--- src/rtl/lvds_7to1_rx_align_pkg.sv ---
// Shared definitions for the 7:1 LVDS receive word aligner: the aligner
// state encoding and the two legal clock-lane words.
package lvds_7to1_rx_align_pkg;

    typedef enum logic [2:0] {
        ST_WAIT   = 3'd0,
        ST_VERIFY = 3'd1,
        ST_SLIP   = 3'd2,
        ST_LOCKED = 3'd3,
        ST_FAULT  = 3'd4
    } rx_state_e;

    // 4:3 duty clock-lane word, the common choice
    localparam logic [6:0] CLK_PATTERN_STD = 7'b1100011;
    // Alternative clock-lane word some transmitters use
    localparam logic [6:0] CLK_PATTERN_ALT = 7'b1100001;

endpackage

--- src/rtl/lvds_rx_pattern_det.sv ---
// Clock-lane pattern detector for the 7:1 LVDS aligner. Compares the
// deserialized clock word with the expected pattern and keeps the
// saturating consecutive-match and consecutive-miss counters. The FSM
// tells it which counter is live; the idle counter is held at zero so
// it starts clean on every entry to its state.
module lvds_rx_pattern_det
    import lvds_7to1_rx_align_pkg::*;
#(
    parameter logic [6:0] CLK_PATTERN = CLK_PATTERN_STD,
    parameter int         LOCK_COUNT  = 16,
    parameter int         LOSS_COUNT  = 4
) (
    input  logic       sclk,
    input  logic       reset,
    input  logic [6:0] clk_word,
    input  logic       verify_en,
    input  logic       locked_en,
    output logic       match,
    output logic       lock_hit,
    output logic       loss_hit
);

    logic [7:0] match_cnt_q, match_cnt_d;
    logic [3:0] miss_cnt_q, miss_cnt_d;

    assign match = (clk_word == CLK_PATTERN);

    // Next-count logic: count runs while enabled, saturate at the threshold, clear otherwise
    always_comb begin
        match_cnt_d = '0;
        miss_cnt_d  = '0;
        if (verify_en && match) begin
            match_cnt_d = (match_cnt_q == 8'(LOCK_COUNT)) ? match_cnt_q : match_cnt_q + 8'd1;
        end
        if (locked_en && !match) begin
            miss_cnt_d = (miss_cnt_q == 4'(LOSS_COUNT)) ? miss_cnt_q : miss_cnt_q + 4'd1;
        end
    end

    // Counter registers with synchronous reset
    always_ff @(posedge sclk) begin
        if (reset) begin
            match_cnt_q <= '0;
            miss_cnt_q  <= '0;
        end else begin
            match_cnt_q <= match_cnt_d;
            miss_cnt_q  <= miss_cnt_d;
        end
    end

    // The hit flags fire on the word that completes the run, so the FSM moves on that edge
    assign lock_hit = verify_en && match  && (match_cnt_q == 8'(LOCK_COUNT - 1));
    assign loss_hit = locked_en && !match && (miss_cnt_q  == 4'(LOSS_COUNT - 1));

endmodule

--- src/rtl/lvds_7to1_rx_align.sv ---
// Word aligner for the 7:1 LVDS receive path. Pulses calib (bitslip) on
// the deserializers until the clock-lane word equals CLK_PATTERN, then
// publishes the data-lane words with a valid flag and watches the lock.
// Optional feature macro: RX_AUTO_RELOCK_EN. When defined, a lost lock
// restarts the search with a slip; otherwise the aligner parks in FAULT
// until reset.
module lvds_7to1_rx_align
    import lvds_7to1_rx_align_pkg::*;
#(
    parameter int         LANES       = 4,
    parameter logic [6:0] CLK_PATTERN = CLK_PATTERN_STD,
    parameter int         SLIP_WAIT   = 4,
    parameter int         LOCK_COUNT  = 16,
    parameter int         LOSS_COUNT  = 4,
    parameter int         MAX_SLIPS   = 14
) (
    input  logic                 sclk,
    input  logic                 reset,
    input  logic [6:0]           clk_word,
    input  logic [7*LANES-1:0]   din,
    output logic                 calib,
    output logic                 locked,
    output logic [7*LANES-1:0]   dout,
    output logic                 dout_valid,
    output logic                 align_err
);

    rx_state_e          state_q, state_d;
    logic [3:0]         wait_cnt_q, wait_cnt_d;
    logic [3:0]         slip_cnt_q, slip_cnt_d;
    logic               calib_q, calib_d;
    logic               locked_q, locked_d;
    logic [7*LANES-1:0] dout_q, dout_d;
    logic               dout_valid_q, dout_valid_d;
    logic               align_err_q, align_err_d;
    logic               enter_slip;

    logic match;
    logic lock_hit;
    logic loss_hit;

    lvds_rx_pattern_det #(
        .CLK_PATTERN (CLK_PATTERN),
        .LOCK_COUNT  (LOCK_COUNT),
        .LOSS_COUNT  (LOSS_COUNT)
    ) u_pattern_det (
        .sclk      (sclk),
        .reset     (reset),
        .clk_word  (clk_word),
        .verify_en (state_q == ST_VERIFY),
        .locked_en (state_q == ST_LOCKED),
        .match     (match),
        .lock_hit  (lock_hit),
        .loss_hit  (loss_hit)
    );

    // Next-state and next-output logic; outputs are derived from the next state so they register with it
    always_comb begin
        state_d     = state_q;
        wait_cnt_d  = wait_cnt_q;
        slip_cnt_d  = slip_cnt_q;
        align_err_d = align_err_q;
        enter_slip  = 1'b0;

        case (state_q)
            ST_WAIT: begin
                if (wait_cnt_q == 4'(SLIP_WAIT - 1)) begin
                    state_d    = ST_VERIFY;
                    wait_cnt_d = '0;
                end else begin
                    wait_cnt_d = wait_cnt_q + 4'd1;
                end
            end
            ST_VERIFY: begin
                if (lock_hit) begin
                    state_d    = ST_LOCKED;
                    slip_cnt_d = '0;
                end else if (!match) begin
                    enter_slip = 1'b1;
                end
            end
            ST_SLIP: begin
                state_d    = ST_WAIT;
                wait_cnt_d = '0;
            end
            ST_LOCKED: begin
                if (loss_hit) begin
                    align_err_d = 1'b1;
`ifdef RX_AUTO_RELOCK_EN
                    enter_slip  = 1'b1;
`else
                    state_d     = ST_FAULT;
`endif
                end
            end
            ST_FAULT: begin
                state_d = ST_FAULT;
            end
            default: begin
                state_d = ST_WAIT;
            end
        endcase

        // Every slip is counted as it is issued; too many without a lock flags an error and the search goes on
        if (enter_slip) begin
            state_d = ST_SLIP;
            if (slip_cnt_q == 4'(MAX_SLIPS - 1)) begin
                slip_cnt_d  = '0;
                align_err_d = 1'b1;
            end else begin
                slip_cnt_d = slip_cnt_q + 4'd1;
            end
        end

        calib_d      = (state_d == ST_SLIP);
        locked_d     = (state_d == ST_LOCKED);
        // Valid only for words captured in LOCKED and not on the edge that drops lock, so it falls with locked
        dout_valid_d = (state_q == ST_LOCKED) && (state_d == ST_LOCKED);
        dout_d       = dout_valid_d ? din : '0;
    end

    // Aligner state and registered outputs, synchronous reset has priority
    always_ff @(posedge sclk) begin
        if (reset) begin
            state_q      <= ST_WAIT;
            wait_cnt_q   <= '0;
            slip_cnt_q   <= '0;
            calib_q      <= 1'b0;
            locked_q     <= 1'b0;
            dout_q       <= '0;
            dout_valid_q <= 1'b0;
            align_err_q  <= 1'b0;
        end else begin
            state_q      <= state_d;
            wait_cnt_q   <= wait_cnt_d;
            slip_cnt_q   <= slip_cnt_d;
            calib_q      <= calib_d;
            locked_q     <= locked_d;
            dout_q       <= dout_d;
            dout_valid_q <= dout_valid_d;
            align_err_q  <= align_err_d;
        end
    end

    assign calib      = calib_q;
    assign locked     = locked_q;
    assign dout       = dout_q;
    assign dout_valid = dout_valid_q;
    assign align_err  = align_err_q;

endmodule

--- config.mk ---
export PLATFORM = sky130hd
export DESIGN_NAME = lvds_7to1_rx_align
export DESIGN_NICKNAME = d
export VERILOG_FILES = /design/src/rtl/lvds_7to1_rx_align_pkg.sv /design/src/rtl/lvds_rx_pattern_det.sv /design/src/rtl/lvds_7to1_rx_align.sv
export SDC_FILE = /design/constraint.sdc
export NUM_CORES = 1
export LEC_CHECK = 0
export BUFFER_PORTS_ARGS = -buffer_cell sky130_fd_sc_hd__buf_2
export CAP_MARGIN = 20
export CORE_AREA = 2 2 72 74
export DETAILED_ROUTE_END_ITERATION = 6
export DIE_AREA = 0 0 74 76
export HOLD_SLACK_MARGIN = 0.02
export PLACE_DENSITY = 0.78
export SLEW_MARGIN = 20
export SYNTH_ARGS = -nofsm -noshare
export SYNTH_HDL_FRONTEND = slang
export SYNTH_SLANG_ARGS = --single-unit
--- constraint.sdc ---
create_clock -name sclk -period 2.1 [get_ports sclk]
set_clock_uncertainty 0.1 [all_clocks]
set_input_delay 0.42 -clock sclk [delete_from_list [all_inputs] [get_ports sclk]]
set_output_delay 0.42 -clock sclk [all_outputs]
set_load 0.01 [all_outputs]
==> flow_metrics.py, run 1 <==
metrics = {
    "place": {
        "dp_slack_ps": 117,
        "placed_area_um2": 2520,
        "numPortBuffers": 68,
        "hpwlAfterDp_mm": 2.89,
        "dp.cells": 348,
        "gp_congestion": 0.788,
    },
    "setup_path": {
        "start_kind": "register",
        "path_class": "register to register",
        "cp-end-kind": "register",
        "worst-path-max-fanout": 4,
        "arrival_ps": 1990,
        "critPathRequiredTime_ps": 2190,
    },
    "synth": {
        "synth.most_common_cell": "dfxtp_1",
        "synth_area_um2": 2110,
        "synth.ff_latch_count": 55,
        "ys_seq_area_share_pct": 52.1,
        "synth_common_cells": "55 x dfxtp_1, 29 x nor2_1, 18 x and2_1",
        "synth_edf_count": 0,
        "dominantRegCellSynth": "dfxtp_1",
        "yosysWarnings": 0,
        "syn_nets": 256,
        "synthArstFlopShare_pct": 0,
        "synth_top_area_share_pct": 52.1,
        "yosys.area.top_type": "dfxtp_1",
        "avgSynthCellArea_um2": 9.97,
        "yosys-top-cells-area": "dfxtp_1 52%, and2_1 5.3%, nor2_1 5.1%",
        "yosysUniqueCellTypes": 44,
        "syn_inst": 212,
    },
    "power_and_ir_drop": {
        "total_power_mw": 1.90,
        "vdd_drop_max_v": 0.000466,
        "p_leak_nw": 1.19,
        "p_switching_mw": 0.465,
        "p_sw_share_pct": 24.5,
        "seq_power_share_pct": 58.4,
        "comb_power_share_pct": 11.5,
        "p_per_area_nw_per_um2": 724,
        "p_int_mw": 1.43,
        "clkPwrFrac_pct": 30.1,
    },
    "cts": {
        "clk_latency_ps": 300,
        "cts_tree": "done",
        "cts_root_buf": "clkbuf_8",
        "cts_num_sinks": 55,
        "numCtsBuffers": 5,
        "clock_path_buffers": 2,
        "holdBufCountCts": 0,
        "path_clk_slew_ps": 90,
        "cts-htree-levels": 2,
    },
    "timing": {
        "worstMarginPinSlew_ps": 413,
        "grt_setup_unrepaired": "no",
        "max_freq_mhz": 525,
        "relSlewSlack_pct": 72.2,
        "timing.final.ws_setup_ps": 195,
        "period_needed_ps": 1910,
        "setup_viol": 0,
        "maxSlewViolCount": 0,
        "hold_viol": 0,
        "tns_ps": 0,
        "fin_crit_sh_pct": 90.7,
    },
    "run": {
        "maxCapViolations": 0,
    },
    "routing": {
        "post_drt_via_cell_ratio": 4.75,
        "post_drt_wl_per_cell_um": 10.6,
        "ant_nets": 0,
        "drt_iter0_drc": 51,
        "wl_mm": 3.76,
        "via_count": 1690,
        "drc": 0,
        "dr.pass1.iters": 4,
    },
    "grt": {
        "antenna_found_initial": 0,
        "grt_max_degree": 30,
        "grt_pass1_wl_mm": 6.05,
        "grt_pass1_vias": 1513,
        "track_usage_pct": 13.7,
        "grt_overflow": 0,
    },
    "layout": {
        "antenna_cells": 0,
        "drive_gt1_share_pct": 34.3,
        "area_delta_synth_final_pct": 23.8,
        "final_cell_area_um2": 2620,
        "fin_cells": 356,
        "finalNetCount": 329,
    },
    "die": {
        "ios": 69,
        "die_w_um": 74,
        "core_um2": 4910,
        "fp.dieH_um": 76,
        "dieArea_um2": 5620,
        "rows": 26,
        "initial_utilization_pct": 43.0,
    },
    "hold_path": {
        "hp-class": "input port to register",
    },
    "status": {
        "status": "completed",
    },
}
[area by class of cell]
| type | count | area, um^2 |
|---|---|---|
| sequential | 55 | 1100 |
| clock buffer | 6 | 72.6 |
| fill | 458 | 2290 |
| timing repair buffer | 70 | 355 |
| inverter | 10 | 37.5 |
| tap | 70 | 87.6 |
| multi-input combinational | 143 | 947 |
| clock inverter | 2 | 16.3 |
[repair_timing]
| item | CTS | global route |
|---|---|---|
| setup endpoints to repair | 0 | 3 |
| resized for setup | 0 | 1 |
| hold endpoints to repair | 0 | 0 |
| buffers inserted | 0 | 0 |
[layout by cell type (no fill, tap or decap), drive strengths merged, types with 3 or more instances in the layout]
cell type,n
or3,3
clkbuf,6
nor2b,3
and2,28
nor2,29
o21ai,9
xnor2,5
buf,70
inv,11
dfxtp,55
ha,7
a21oi,12
nor3,4
nand3,7
and3,3
nand2,5
nand3b,3
[per-layer routing]
layer / vias to the layer above / global-route usage [%] / routed length [um]
met3: 7 / 5.95 / 328
met2: 59 / 21.6 / 1730
met1: 767 / 15.8 / 1640
met5: - / 0 / 0
li1: 857 / - / -
met4: 0 / 6.36 / 68
[critical path: stages (launching register included)]
cell	delay, ps
dfxtp_1	390
ha_1	200
or3b_1	390
a211oi_1	330
a21oi_1	100
o211ai_1	190
nor2_1	90
[metrics by stage]
stage	util (%)	hold WS (ps)
2_1_floorplan	-	362
3_5_place_dp	51.3	366
5_1_grt	53.3	192
6_report	53.3	206
4_1_cts	53.2	193
3_3_place_gp	51.3	357
[registers in the layout (all words and copies together), names as in the netlist]
register	flops
align_err	1
calib	1
dout	28
slip_cnt_q	4
dout_valid	1
locked	1
wait_cnt_q	4
u_pattern_det.miss_cnt_q	4
state_q	3
u_pattern_det.match_cnt_q	8
[logic make-up (layout without fill, tap and decap cells)]
group / Yosys count / after routing / synth area share [%]
simple gates: 96 / 96 / 27.5
flops: 55 / 55 / 52.1
compound gates: 31 / 31 / 8.99
buf+inv: 14 / 88 / 3.43
fa+ha+maj: 7 / 7 / 4.14
xor+xnor: 7 / 7 / 2.90
mux: 2 / 2 / 1.01
[path summary, 6_finish.rpt]
kind	startpoint	end	slack, ps	depth (start not counted)
worst min-delay path	din[9]	dout[9]	210	2
worst min register to register	align_err	align_err	390	2
worst max-delay path	u_pattern_det.miss_cnt_q[1]	locked	190	6
worst max register to register	u_pattern_det.miss_cnt_q[1]	locked	190	6
[power by group through the flow]
stage / Combinational (mW) / Sequential, mW / Clock, mW
after global routing: 0.252 / 1.11 / 0.636
after floorplan: 0.153 / 1.13 / 0
final: 0.218 / 1.11 / 0.572
after CTS: 0.219 / 1.11 / 0.597
after global placement: 0.213 / 1.13 / 0
after detailed placement: 0.218 / 1.13 / 0
Note: power is estimated with default switching activity, not from simulation.
==> run 2: changes to the inputs <==
- CELL_PAD_IN_SITES_DETAIL_PLACEMENT: not set -> 1
- CELL_PAD_IN_SITES_GLOBAL_PLACEMENT: not set -> 1
- CORE_AREA: 2 2 72 74 -> 2 2 79 81
- DIE_AREA: 0 0 74 76 -> 0 0 81 83
- PLACE_DENSITY: 0.78 -> 0.83
- SKIP_CTS_REPAIR_TIMING: not set -> 1
==> run 2 against run 1 <==
  * Cell count grew 1.7%
  * Total power grew 2.7%
  * Clock power grew 4.5%
  * Critical path depth is the same
  * Final area grew 0.81%
  * Sequential share of layout area shrank 0.34 points
  * Critical endpoint is now dout[8]
  * Largest power group unchanged
==> flow_metrics.py, run 2 (synthesis gave the netlist of run 1 again) <==
metrics = {
    "place": {
        "dp_slack_ps": 93.0,
        "dp.cells": 354,
        "hpwlAfterDp_mm": 3.74,
        "numPortBuffers": 68,
        "gp_congestion": 0.791,
    },
    "power_and_ir_drop": {
        "vdd_drop_max_v": 0.000366,
        "total_power_mw": 1.95,
        "p_leak_nw": 1.20,
        "p_per_area_nw_per_um2": 738,
    },
    "hold_path": {
        "hp-class": "input port to register",
    },
    "cts": {
        "clk_latency_ps": 310,
        "cts_num_sinks": 55,
        "clock_path_buffers": 2,
        "cts_tree": "done",
        "cts-htree-levels": 2,
        "numCtsBuffers": 5,
        "path_clk_slew_ps": 100,
        "cts_root_buf": "clkbuf_8",
    },
    "layout": {
        "antenna_cells": 0,
        "drive_gt1_share_pct": 35.2,
        "final_cell_mix": "68 x buf_2, 55 x dfxtp_1, 29 x nor2_1",
        "seqCellArea_um2": 1100,
        "finalNetCount": 330,
        "post-route-util_pct": 45.4,
        "nFillCells": 741,
        "area_delta_synth_final_pct": 24.8,
        "multi_input_area_um2": 952,
        "largest_register_ffs": 28,
        "fin_cells": 362,
        "mostFrequentLayoutCell": "buf_2",
    },
    "die": {
        "dieArea_um2": 6720,
        "rows": 28,
        "ios": 69,
        "fp.dieH_um": 83,
        "initial_utilization_pct": 36.4,
        "die_w_um": 81,
        "core_um2": 5820,
    },
    "routing": {
        "wl_mm": 4.88,
        "via_count": 1731,
        "drc": 0,
        "drt_iter0_drc": 24,
        "ant_nets": 0,
        "dr.pass1.iters": 4,
        "post_drt_via_cell_ratio": 4.78,
        "post_drt_wl_per_cell_um": 13.5,
    },
    "timing": {
        "timing.final.ws_setup_ps": 168,
        "fin_crit_sh_pct": 92.0,
        "relSlewSlack_pct": 67.3,
        "tns_ps": 0,
        "period_needed_ps": 1930,
        "max_freq_mhz": 518,
        "hold_viol": 0,
        "maxSlewViolCount": 0,
        "setup_viol": 0,
        "grt_setup_unrepaired": "no",
        "worstMarginPinSlew_ps": 488,
    },
    "setup_path": {
        "cp-end-kind": "register",
        "critPathRequiredTime_ps": 2210,
        "r2r_cells": 6,
        "endpoint": "dout[8]",
        "r2r_setup_slack_ps": 170,
        "r2r_start": "u_pattern_det.miss_cnt_q[1]",
        "crit_start": "u_pattern_det.miss_cnt_q[1]",
        "arrival_ps": 2040,
        "rr_endpoint": "dout[8]",
        "worst-path-max-fanout": 29,
        "start_kind": "register",
        "path_class": "register to register",
    },
    "grt": {
        "antenna_found_initial": 0,
        "grt_pass1_vias": 1829,
        "grt_max_degree": 30,
        "grt_pass1_wl_mm": 8.11,
        "grt_overflow": 0,
        "track_usage_pct": 15.4,
    },
    "run": {
        "maxCapViolations": 0,
    },
    "status": {
        "status": "completed",
    },
}
[run 2: through the flow]
step	hold slack, ps	cell area, um^2
6_report	203	2640
5_1_grt	188	2640
4_1_cts	190	2630
3_5_place_dp	392	2540
3_3_place_gp	384	2540
2_1_floorplan	362	2110
[run 2: layer usage]
layer  up-vias  track usage, %  wire, um
met5         -               0         0
met4         0            5.08        52
met3         4            6.96       457
met2        63            25.2      2330
met1       810            17.6      2040
li1        854               -         -
[run 2: area by class of cell]
type	instances	area share, %
Multi-Input combinational cell	143	36.1
Inverter	10	1.42
Clock buffer	5	2.61
Tap cell	75	3.56
Timing Repair Buffer	71	13.8
Clock inverter	3	0.853
Sequential cell	55	41.7
[run 2: worst min-delay path by stage]
stage | from | endpoint | slack [ps] | cells past startpoint
floorplan | wait_cnt_q[1] | wait_cnt_q[1] | 360 | 2
global placement | wait_cnt_q[1] | wait_cnt_q[1] | 380 | 2
detailed placement | wait_cnt_q[1] | wait_cnt_q[1] | 390 | 2
CTS | din[4] | dout[4] | 190 | 2
global route | din[5] | dout[5] | 190 | 2
finish | din[5] | dout[5] | 200 | 2
[run 2: where the power goes]
part           internal (mW)  switching (mW)
combinational          0.121           0.118
sequential              1.08          0.0349
clock                  0.242           0.355
[run 2: worst max-delay path: stages, from the launching register on]
cell     delay (ps)
dfxtp_1         390
ha_1            210
or3b_1          410
a21oi_2         120
nor2_1           80
o21a_4          320
and2_1          190
